File: src/rtl/arb_pkg.sv
// Shared helpers for the weighted round-robin arbiter.
package arb_pkg;

    // Binary index of a one-hot vector; returns 0 for an all-zero vector.
    function automatic int unsigned onehot2idx(input logic [31:0] oh);
        int unsigned idx;
        idx = 0;
        for (int i = 0; i < 32; i++) begin
            if (oh[i]) begin
                idx = idx | unsigned'(i);
            end
        end
        return idx;
    endfunction

    // A zero weight still earns one beat so a requester can never be locked out.
    function automatic int unsigned eff_weight(input int unsigned w);
        return (w == 32'd0) ? 32'd1 : w;
    endfunction

endpackage

File: src/rtl/rr_pick.sv
// Combinational round-robin picker: first set request at or after start, wrapping.
module rr_pick
    import arb_pkg::*;
#(
    parameter  int unsigned N   = 4,
    localparam int unsigned IDW = $clog2(N)
) (
    input  logic [N-1:0]   req,
    input  logic [IDW-1:0] start,
    output logic [N-1:0]   pick,
    output logic [IDW-1:0] pick_id,
    output logic           any
);

    logic [2*N-1:0] dbl;
    logic [N-1:0]   rot;
    logic [N-1:0]   rot_oh;
    logic [IDW-1:0] off;
    logic [IDW:0]   sum;

    // Rotate req so start sits at bit 0, isolate the lowest set bit, rotate the index back.
    always_comb begin
        dbl    = {req, req};
        rot    = dbl[start +: N];
        rot_oh = rot & (~rot + 1'b1);
        off    = IDW'(onehot2idx(32'(rot_oh)));
        sum    = {1'b0, start} + {1'b0, off};
        if (sum >= (IDW+1)'(N)) begin
            sum = sum - (IDW+1)'(N);
        end
        any     = |req;
        pick_id = any ? sum[IDW-1:0] : '0;
        pick    = any ? (N'(1) << pick_id) : '0;
    end

endmodule

File: src/rtl/wrr_arbiter.sv
// Weighted round-robin arbiter with registered one-hot grant and valid/ready handshake.
module wrr_arbiter
    import arb_pkg::*;
#(
    parameter  int unsigned N   = 4,
    parameter  int unsigned WW  = 4,
    localparam int unsigned IDW = $clog2(N)
) (
    input  logic            clk,
    input  logic            rst_n,
    input  logic [N-1:0]    req,
    input  logic [N*WW-1:0] weight,
    output logic [N-1:0]    grant,
    output logic [IDW-1:0]  grant_id,
    output logic            grant_valid,
    input  logic            grant_ready
);

    logic [N-1:0]   grant_q, grant_d;
    logic [IDW-1:0] gid_q, gid_d;
    logic           gvalid_q, gvalid_d;
    logic [IDW-1:0] ptr_q, ptr_d;
    logic [IDW-1:0] owner_q, owner_d;
    logic [WW-1:0]  cnt_q, cnt_d;

    logic           hs;
    logic           slot_free;
    logic           sticky;
    logic [WW-1:0]  w_k;
    logic [N-1:0]   rr_grant;
    logic [IDW-1:0] rr_id;
    logic           rr_any;

    rr_pick #(
        .N (N)
    ) u_rr_pick (
        .req     (req),
        .start   (ptr_d),
        .pick    (rr_grant),
        .pick_id (rr_id),
        .any     (rr_any)
    );

    // Burst bookkeeping: an accepted grant either spends owner credit or starts a new burst.
    always_comb begin
        hs      = gvalid_q & grant_ready;
        w_k     = weight[gid_q*WW +: WW];
        owner_d = owner_q;
        cnt_d   = cnt_q;
        ptr_d   = ptr_q;
        if (hs) begin
            if ((gid_q == owner_q) && (cnt_q != '0)) begin
                cnt_d = cnt_q - 1'b1;
            end else begin
                owner_d = gid_q;
                cnt_d   = WW'(eff_weight(32'(w_k)) - 32'd1);
            end
            ptr_d = (32'(gid_q) == N - 1) ? '0 : gid_q + 1'b1;
        end
    end

    // Next grant: keep a live burst with its owner, otherwise round robin from ptr_d.
    always_comb begin
        slot_free = !gvalid_q || grant_ready;
        sticky    = (cnt_d != '0) && req[owner_d];
        grant_d   = grant_q;
        gid_d     = gid_q;
        gvalid_d  = gvalid_q;
        if (slot_free) begin
            if (sticky) begin
                gvalid_d = 1'b1;
                gid_d    = owner_d;
                grant_d  = N'(1) << owner_d;
            end else begin
                gvalid_d = rr_any;
                gid_d    = rr_id;
                grant_d  = rr_grant;
            end
        end
    end

    // Output and arbitration state registers.
    always_ff @(posedge clk or negedge rst_n) begin
        if (!rst_n) begin
            grant_q  <= '0;
            gid_q    <= '0;
            gvalid_q <= 1'b0;
            ptr_q    <= '0;
            owner_q  <= '0;
            cnt_q    <= '0;
        end else begin
            grant_q  <= grant_d;
            gid_q    <= gid_d;
            gvalid_q <= gvalid_d;
            ptr_q    <= ptr_d;
            owner_q  <= owner_d;
            cnt_q    <= cnt_d;
        end
    end

    assign grant       = grant_q;
    assign grant_id    = gid_q;
    assign grant_valid = gvalid_q;

endmodule

File: config.mk
export PLATFORM = sky130hd
export DESIGN_NAME = wrr_arbiter
export DESIGN_NICKNAME = d
export VERILOG_FILES = /design/src/rtl/arb_pkg.sv /design/src/rtl/rr_pick.sv /design/src/rtl/wrr_arbiter.sv
export SDC_FILE = /design/constraint.sdc
export NUM_CORES = 1
export LEC_CHECK = 0
export ABC_AREA = 0
export BUFFER_PORTS_ARGS = -buffer_cell sky130_fd_sc_hd__buf_2
export CORE_MARGIN = 10
export CORE_UTILIZATION = 57
export DETAILED_ROUTE_END_ITERATION = 10
export GPL_ROUTABILITY_DRIVEN = 0
export PLACE_DENSITY = 0.84
export SETUP_SLACK_MARGIN = 0.3
export SLEW_MARGIN = 20
export SYNTH_ARGS = -nofsm -noshare
export SYNTH_HDL_FRONTEND = slang
export SYNTH_SLANG_ARGS = --single-unit
File: constraint.sdc
create_clock -name clk -period 9.05 [get_ports clk]
set_clock_uncertainty 0.2 [all_clocks]
set_input_delay 1.3575 -clock clk [delete_from_list [all_inputs] [get_ports clk]]
set_output_delay 1.3575 -clock clk [all_outputs]
set_load 0.01 [all_outputs]
==> results of run 1 <==
## cells in the mapped netlist (2+ instances only)
library cell,number
mux4_2,4
dfrtp_1,15
nor4_1,2
buf_6,2
clkbuf_1,4
nand2b_1,5
a41oi_1,2
ha_1,3
xnor2_1,4
mux2_2,4
o31ai_1,5
o31a_1,2
a21oi_1,9
a22oi_1,5
and3_1,2
nand2_1,12
xor2_1,2
mux2i_1,5
inv_1,6
o21ai_0,4
nor3_1,3
nor2_1,12
## cell usage in the layout, fill, tap and decap left out, types with 2 or more instances in the layout
master	n
a22oi_1	5
clkbuf_4	3
nand2_1	12
nand2b_1	5
dfrtp_1	15
ha_1	3
o31a_1	2
a21oi_1	9
mux2i_1	5
mux4_2	4
buf_2	29
nor2_1	12
o21ai_0	4
xnor2_1	4
and3_1	2
xor2_1	2
a41oi_1	2
nor3_1	3
inv_1	6
o31ai_1	5
mux2_2	4
nor4_1	2
## per-layer routing
metal | share of wire | track usage | vias up | wire length (um)
met2 | 0.59 | 0.3122 | 47 | 1924
met5 | 0 | 0 | - | 0
li1 | - | - | 588 | -
met3 | 0.048 | 0.02314 | 5 | 158
met1 | 0.36 | 0.1649 | 624 | 1162
met4 | 0.0083 | 0.05641 | 0 | 27
## critical path, stage by stage
cell and delay, ps:
buf_2 90, mux4_2 520, nor3_2 290, a221oi_2 120, ha_1 260, and4b_1 290
a41oi_1 120, o32ai_1 140, o211a_1 210, nand3_1 90, a211o_1 370, o31ai_1 240
## through the flow
stage / std cells / hold slack, ps / total power [mW] / worst slack [ps] / cell area (um^2)
after floorplan: 137 / 345.3 / 0.4433 / 5022 / 1291
after global placement: 188 / 302.9 / 0.5030 / 4764 / 1434
after detailed placement: 188 / 306.7 / 0.5227 / 4629 / 1434
after CTS: 192 / 327.1 / 0.5617 / 4934 / 1461
after global routing: 192 / 364.3 / 0.6140 / 4725 / 1461
final: 192 / 327.0 / 0.5646 / 4929 / 1461
## registers in the layout, indices dropped and copies added, names as in the netlist
signal and count:
grant_valid 1, owner_q 2, grant 4, grant_id 2, ptr_q 2, cnt_q 4
## where the power goes
| group | total (mW) | leakage [nW] | switching (mW) | internal, mW |
|---|---|---|---|---|
| sequential | 0.141 | 0.183 | 0.0442 | 0.0964 |
| combinational | 0.385 | 0.463 | 0.212 | 0.173 |
| clock | 0.0390 | 0.0177 | 0.0226 | 0.0164 |
## layout make-up
cell class	instances	area share
clock buffer	3	0.01541
inverter	6	0.01541
sequential	15	0.2568
timing repair buffer	29	0.09932
clock inverter	1	0.003425
tap	28	0.02397
multi-input combinational	110	0.5856
## logic make-up (layout without fill, tap and decap cells)
family                   count (synthesis)  count (layout)
AO/OA/AOI/OAI                           42              42
XOR/XNOR                                 7               7
adder cells (fa/ha/maj)                  3               3
buffers and inverters                   12              39
flip-flops                              15              15
multiplexers                            13              13
AND/OR/NAND/NOR                         45              45
## worst paths after layout
check / endpoint / startpoint / slack [ps] / depth (start not counted)
max reg2reg: grant_id[0] / grant_id[0] / 5260 / 11
max: grant[2] / weight[14] / 4930 / 12
min: grant[0] / grant[0] / 330 / 2
min in group asynchronous: cnt_q[1] / rst_n / 750 / 1
max in group asynchronous: ptr_q[0] / rst_n / 7650 / 1
min reg2reg: grant[0] / grant[0] / 330 / 2
==> flow_metrics.tcl, run 1 <==
set metrics [dict create \
    synth_area_per_cell_um2 9.425 \
    clk_latency_ps 290 \
    cp_max_fo 6 \
    power.static_leakage_nw 0.6629 \
    track_usage 0.1592 \
    row_count 17 \
    path_clk_slew_ps 90 \
    worstMarginPinSlew_ps 594.8 \
    yosys.area_share.adder 0.02907 \
    multi_input_comb_area_um2 855.8 \
    syn_inst 137 \
    coreArea_um2 2191 \
    portBuffers 29 \
    cts_hold_buf 0 \
    die_x_um 67.60 \
    drive_gt1_frac 0.2866 \
    cts_buffer_depth 2 \
    synth_top_family_by_area "compound AO/OA/AOI/OAI gates" \
    yosys_warnings 0 \
    dr_total_vias 1264 \
    regArea_um2 375.4 \
    grt_pass1_vias 1263 \
    ant_nets 0 \
    drt_wl_total_um 3272 \
    synth_largest_area_cell "dfrtp_1" \
    slew_violations 0 \
    grt_max_degree 16 \
    clock_sinks 15 \
    post-route-period-util 0.4554 \
    cts_resized 0 \
    synth_nets 163 \
    slew_headroom 0.5998 \
    setup_viol 0 \
    muxShareOfSynthArea 0.1434 \
    dr.pass1.iters 4 \
    route.detailed.drc 0 \
    finalNetCount 191 \
    synthesis.area_um2 1291 \
    hold_viol 0 \
    drt-wirelength-per-cell_um 17.04 \
    antenna_found_initial 0 \
    io_pins 30 \
    crit_required_ps 9040 \
    htreeDepth 1 \
    async_flop_share 1.000 \
    die_area_um2 4569 \
    arrival_ps 4110 \
    synth.distinct_cells 47 \
    gr-total-overflow 0 \
    power_density_nw_per_um2 386.3 \
    nFillCells 190 \
    ys_ff_latch 15 \
    synth-xor-area-share 0.06202 \
    rsz0062_at_grt "false" \
    synth_compound_area_frac 0.2481 \
    area_growth_pct 13.18 \
    fmax_mhz 242.6 \
    dpl.hpwl_um 2711 \
    critical_path_class "input port to register" \
    cts_tree "built" \
    cts_buffers 3 \
    setup_tns_ps 0 \
    drtIter0Drc 70 \
    hp-class "register to register" \
    start_util 0.5894 \
    ir_drop_mv 0.2251 \
    die_h_um 67.60 \
    yosys.area_share.simple 0.1802 \
    grt_pass1_wl_um 5816 \
    ys.flop_type "dfrtp_1" \
    status "completed" \
    period_minus_slack_ps 4121 \
    final_util 0.6670 \
    postCtsSetupBuffers 0 \
    cap_violations 0 \
    synth_largest_type_area_fraction 0.2907 \
    ys_seq_area_frac 0.2907 \
    end_kind "register" \
    root_buffer "clkbuf_4" \
    viasPerCell 6.583 \
    diodes 0 \
    yosys-top-cells-area "dfrtp_1 (29%), mux4_2 (7.0%), mux2i_1 (3.9%), a21oi_1 (3.5%), mux2_2 (3.5%)" \
    synth_edf_count 0 \
    cp-start-kind "input port" \
]
No activity file was read; power rests on OpenSTA's default activity.
==> run 2: changes to the inputs <==
--- a/config.mk
+++ b/config.mk
@@ -8,10 +8,10 @@
 export ABC_AREA = 0
 export BUFFER_PORTS_ARGS = -buffer_cell sky130_fd_sc_hd__buf_2
 export CORE_MARGIN = 10
-export CORE_UTILIZATION = 57
+export CORE_UTILIZATION = 48
 export DETAILED_ROUTE_END_ITERATION = 10
 export GPL_ROUTABILITY_DRIVEN = 0
-export PLACE_DENSITY = 0.84
+export PLACE_DENSITY = 0.75
 export SETUP_SLACK_MARGIN = 0.3
 export SLEW_MARGIN = 20
 export SYNTH_ARGS = -nofsm -noshare
==> constraint.sdc (replaced) <==
create_clock -name clk -period 3.4 [get_ports clk]
set_clock_uncertainty 0.2 [all_clocks]
set_input_delay 0.51 -clock clk [delete_from_list [all_inputs] [get_ports clk]]
set_output_delay 0.51 -clock clk [all_outputs]
set_load 0.01 [all_outputs]
==> run 2 against run 1 <==
Against the previous run:
- register-to-register slack got worse by 5200 ps
- final cell count increased by 8.9%
- critical endpoint is now grant[0]
- clock power increased to 2.6 times the previous value
- sequential cell count unchanged
- via count increased by 1.6%
- critical path type is now register to register
- critical path depth decreased by 1
- global-route usage decreased by 1.8 points
- largest cell class unchanged
- die area increased by 13%
- sequential share of layout area decreased by 3.1 points
- non-clock buffer count increased by 15
- largest power group unchanged
==> flow_metrics.tcl, run 2 (same netlist as run 1, synthesis figures left out) <==
set metrics [dict create \
    status "completed" \
    drt_wl_total_um 3497 \
    critical_path.top_delay_family "compound AO/OA/AOI/OAI gates" \
    grt_pass1_vias 1345 \
    cts_tree "built" \
    power_frac_seq 0.193 \
    dr.pass1.iters 4 \
    ant_nets 0 \
    ir_drop_mv 0.7397 \
    drtIter0Drc 98 \
    cts_buffers 3 \
    track_usage 0.1411 \
    rsz0062_at_grt "true" \
    start_util 0.5119 \
    period_minus_slack_ps 3340 \
    io_pins 30 \
    min_from "ptr_q[1]" \
    power.total_mw 1.865 \
    cp_max_fo 6 \
    power_density_nw_per_um2 1109 \
    die_x_um 71.87 \
    post-route-period-util 0.9823 \
    grt_pass1_wl_um 6106 \
    final_common_cell "buf_2" \
    clock_sinks 15 \
    hold_viol 0 \
    root_buffer "clkbuf_4" \
    power.switching_mw 0.8920 \
    mostFrequentLayoutCells "buf_2 (29), buf_4 (14), nor2_1 (12), nand2_1 (12), dfrtp_1 (12)" \
    viasPerCell 6.144 \
    worstMarginPinSlew_ps 702.4 \
    route.detailed.drc 0 \
    coreArea_um2 2522 \
    drt-wirelength-per-cell_um 16.73 \
    end_kind "register" \
    critPathBufInv 0 \
    diodes 0 \
    finalNetCount 206 \
    clk_latency_ps 300 \
    cp-start-kind "register" \
    antenna_found_initial 0 \
    die_area_um2 5165 \
    cp_slowest_cell "or4_4" \
    power.internal_mw 0.9726 \
    cap_violations 0 \
    hp-class "register to register" \
    swShare 0.4784 \
    clock_power_share 0.055 \
    drive_gt1_frac 0.4078 \
    r2r-start "owner_q[1]" \
    row_count 18 \
    crit_required_ps 3410 \
    nFillCells 228 \
    setup_viol 0 \
    area_growth_pct 30.23 \
    path_clk_slew_ps 90 \
    dr_total_vias 1284 \
    dpl.hpwl_um 2717 \
    htreeDepth 1 \
    die_h_um 71.87 \
    arrival_ps 3350 \
    grt_max_degree 16 \
    slew_headroom 0.5308 \
    fmax_mhz 299.4 \
    portBuffers 29 \
    crit_chain "xor2_4 -> or4_4 -> a221oi_4 -> ha_4 -> and4b_1 -> a41oi_2 -> o32ai_2 -> o211a_1 -> nand3_2 -> a211o_4 -> o31ai_4" \
    combPwrFrac 0.752 \
    crit_start "owner_q[1]" \
    power.static_leakage_nw 0.7517 \
    cp_slowest_stage_delay_ps 540 \
    gr-total-overflow 0 \
    final_area_um2 1682 \
    critical_path_class "register to register" \
    slew_violations 0 \
    placed_area_um2 1525 \
    cts_buffer_depth 2 \
]
[run 2: final cells by class]
class	count	area [um^2]	share of cell area
clock buffers	3	22.52	0.01339
flip-flops and latches	15	379.1	0.2254
well taps	30	37.54	0.02232
multi-input cells	110	954.7	0.5677
clock inverters	1	5.005	0.002976
repair buffers	44	260.3	0.1548
inverters	6	22.52	0.01339
[run 2: path summary, 6_finish.rpt]
| check | depth (start not counted) | to | slack [ps] |
|---|---|---|---|
| worst max-delay path | 11 | grant[0] | 60 |
| worst min-delay path | 2 | ptr_q[1] | 330 |
| worst max register to register | 11 | grant[0] | 60 |
| worst min register to register | 2 | ptr_q[1] | 330 |
| max in group asynchronous | 2 | owner_q[1] | 2290 |
| min in group asynchronous | 2 | grant[3] | 440 |
[run 2: tightest hold or removal path, stage by stage (launching register included)]
cell     delay (ps)
dfrtp_1         330
a21oi_1          70
inv_1           100
[run 2: per-stage QoR]
stage	cells	utilization	setup WS, ps	TNS, ps	hold slack (ps)
global route	209	0.6667	-67.90	-328.0	387.5
floorplan	137	-	119.2	0	14.41
global placement	201	0.6047	4.434	0	224.3
finish	209	0.6667	60.03	0	332.6
detailed placement	201	0.6047	-127.4	-387.1	228.6
CTS	209	0.6493	54.00	0	330.2
[run 2: power by group through the flow]
stage | Sequential [mW] | Combinational (mW) | Clock (mW)
global placement | 0.350 | 1.12 | 0
CTS | 0.358 | 1.30 | 0.104
finish | 0.360 | 1.40 | 0.102
floorplan | 0.338 | 0.850 | 0
detailed placement | 0.357 | 1.16 | 0
global route | 0.377 | 1.53 | 0.116
[run 2: routing by layer]
| layer | vias to the layer above | track usage | part of all wire |
|---|---|---|---|
| met5 | - | 0 | 0 |
| met4 | 0 | 0.05161 | 0.014 |
| met3 | 8 | 0.02342 | 0.045 |
| met2 | 37 | 0.2627 | 0.56 |
| met1 | 627 | 0.1547 | 0.38 |
| li1 | 612 | - | - |
[run 2: timing repair]
action                                 in CTS  in global routing
gates resized for setup                     9                  8
hold buffers                                1                  0
endpoints found under the hold margin      15                  0
setup endpoints to repair                   6                  6
setup buffers                               3                  0
pin swaps                                   9                  5
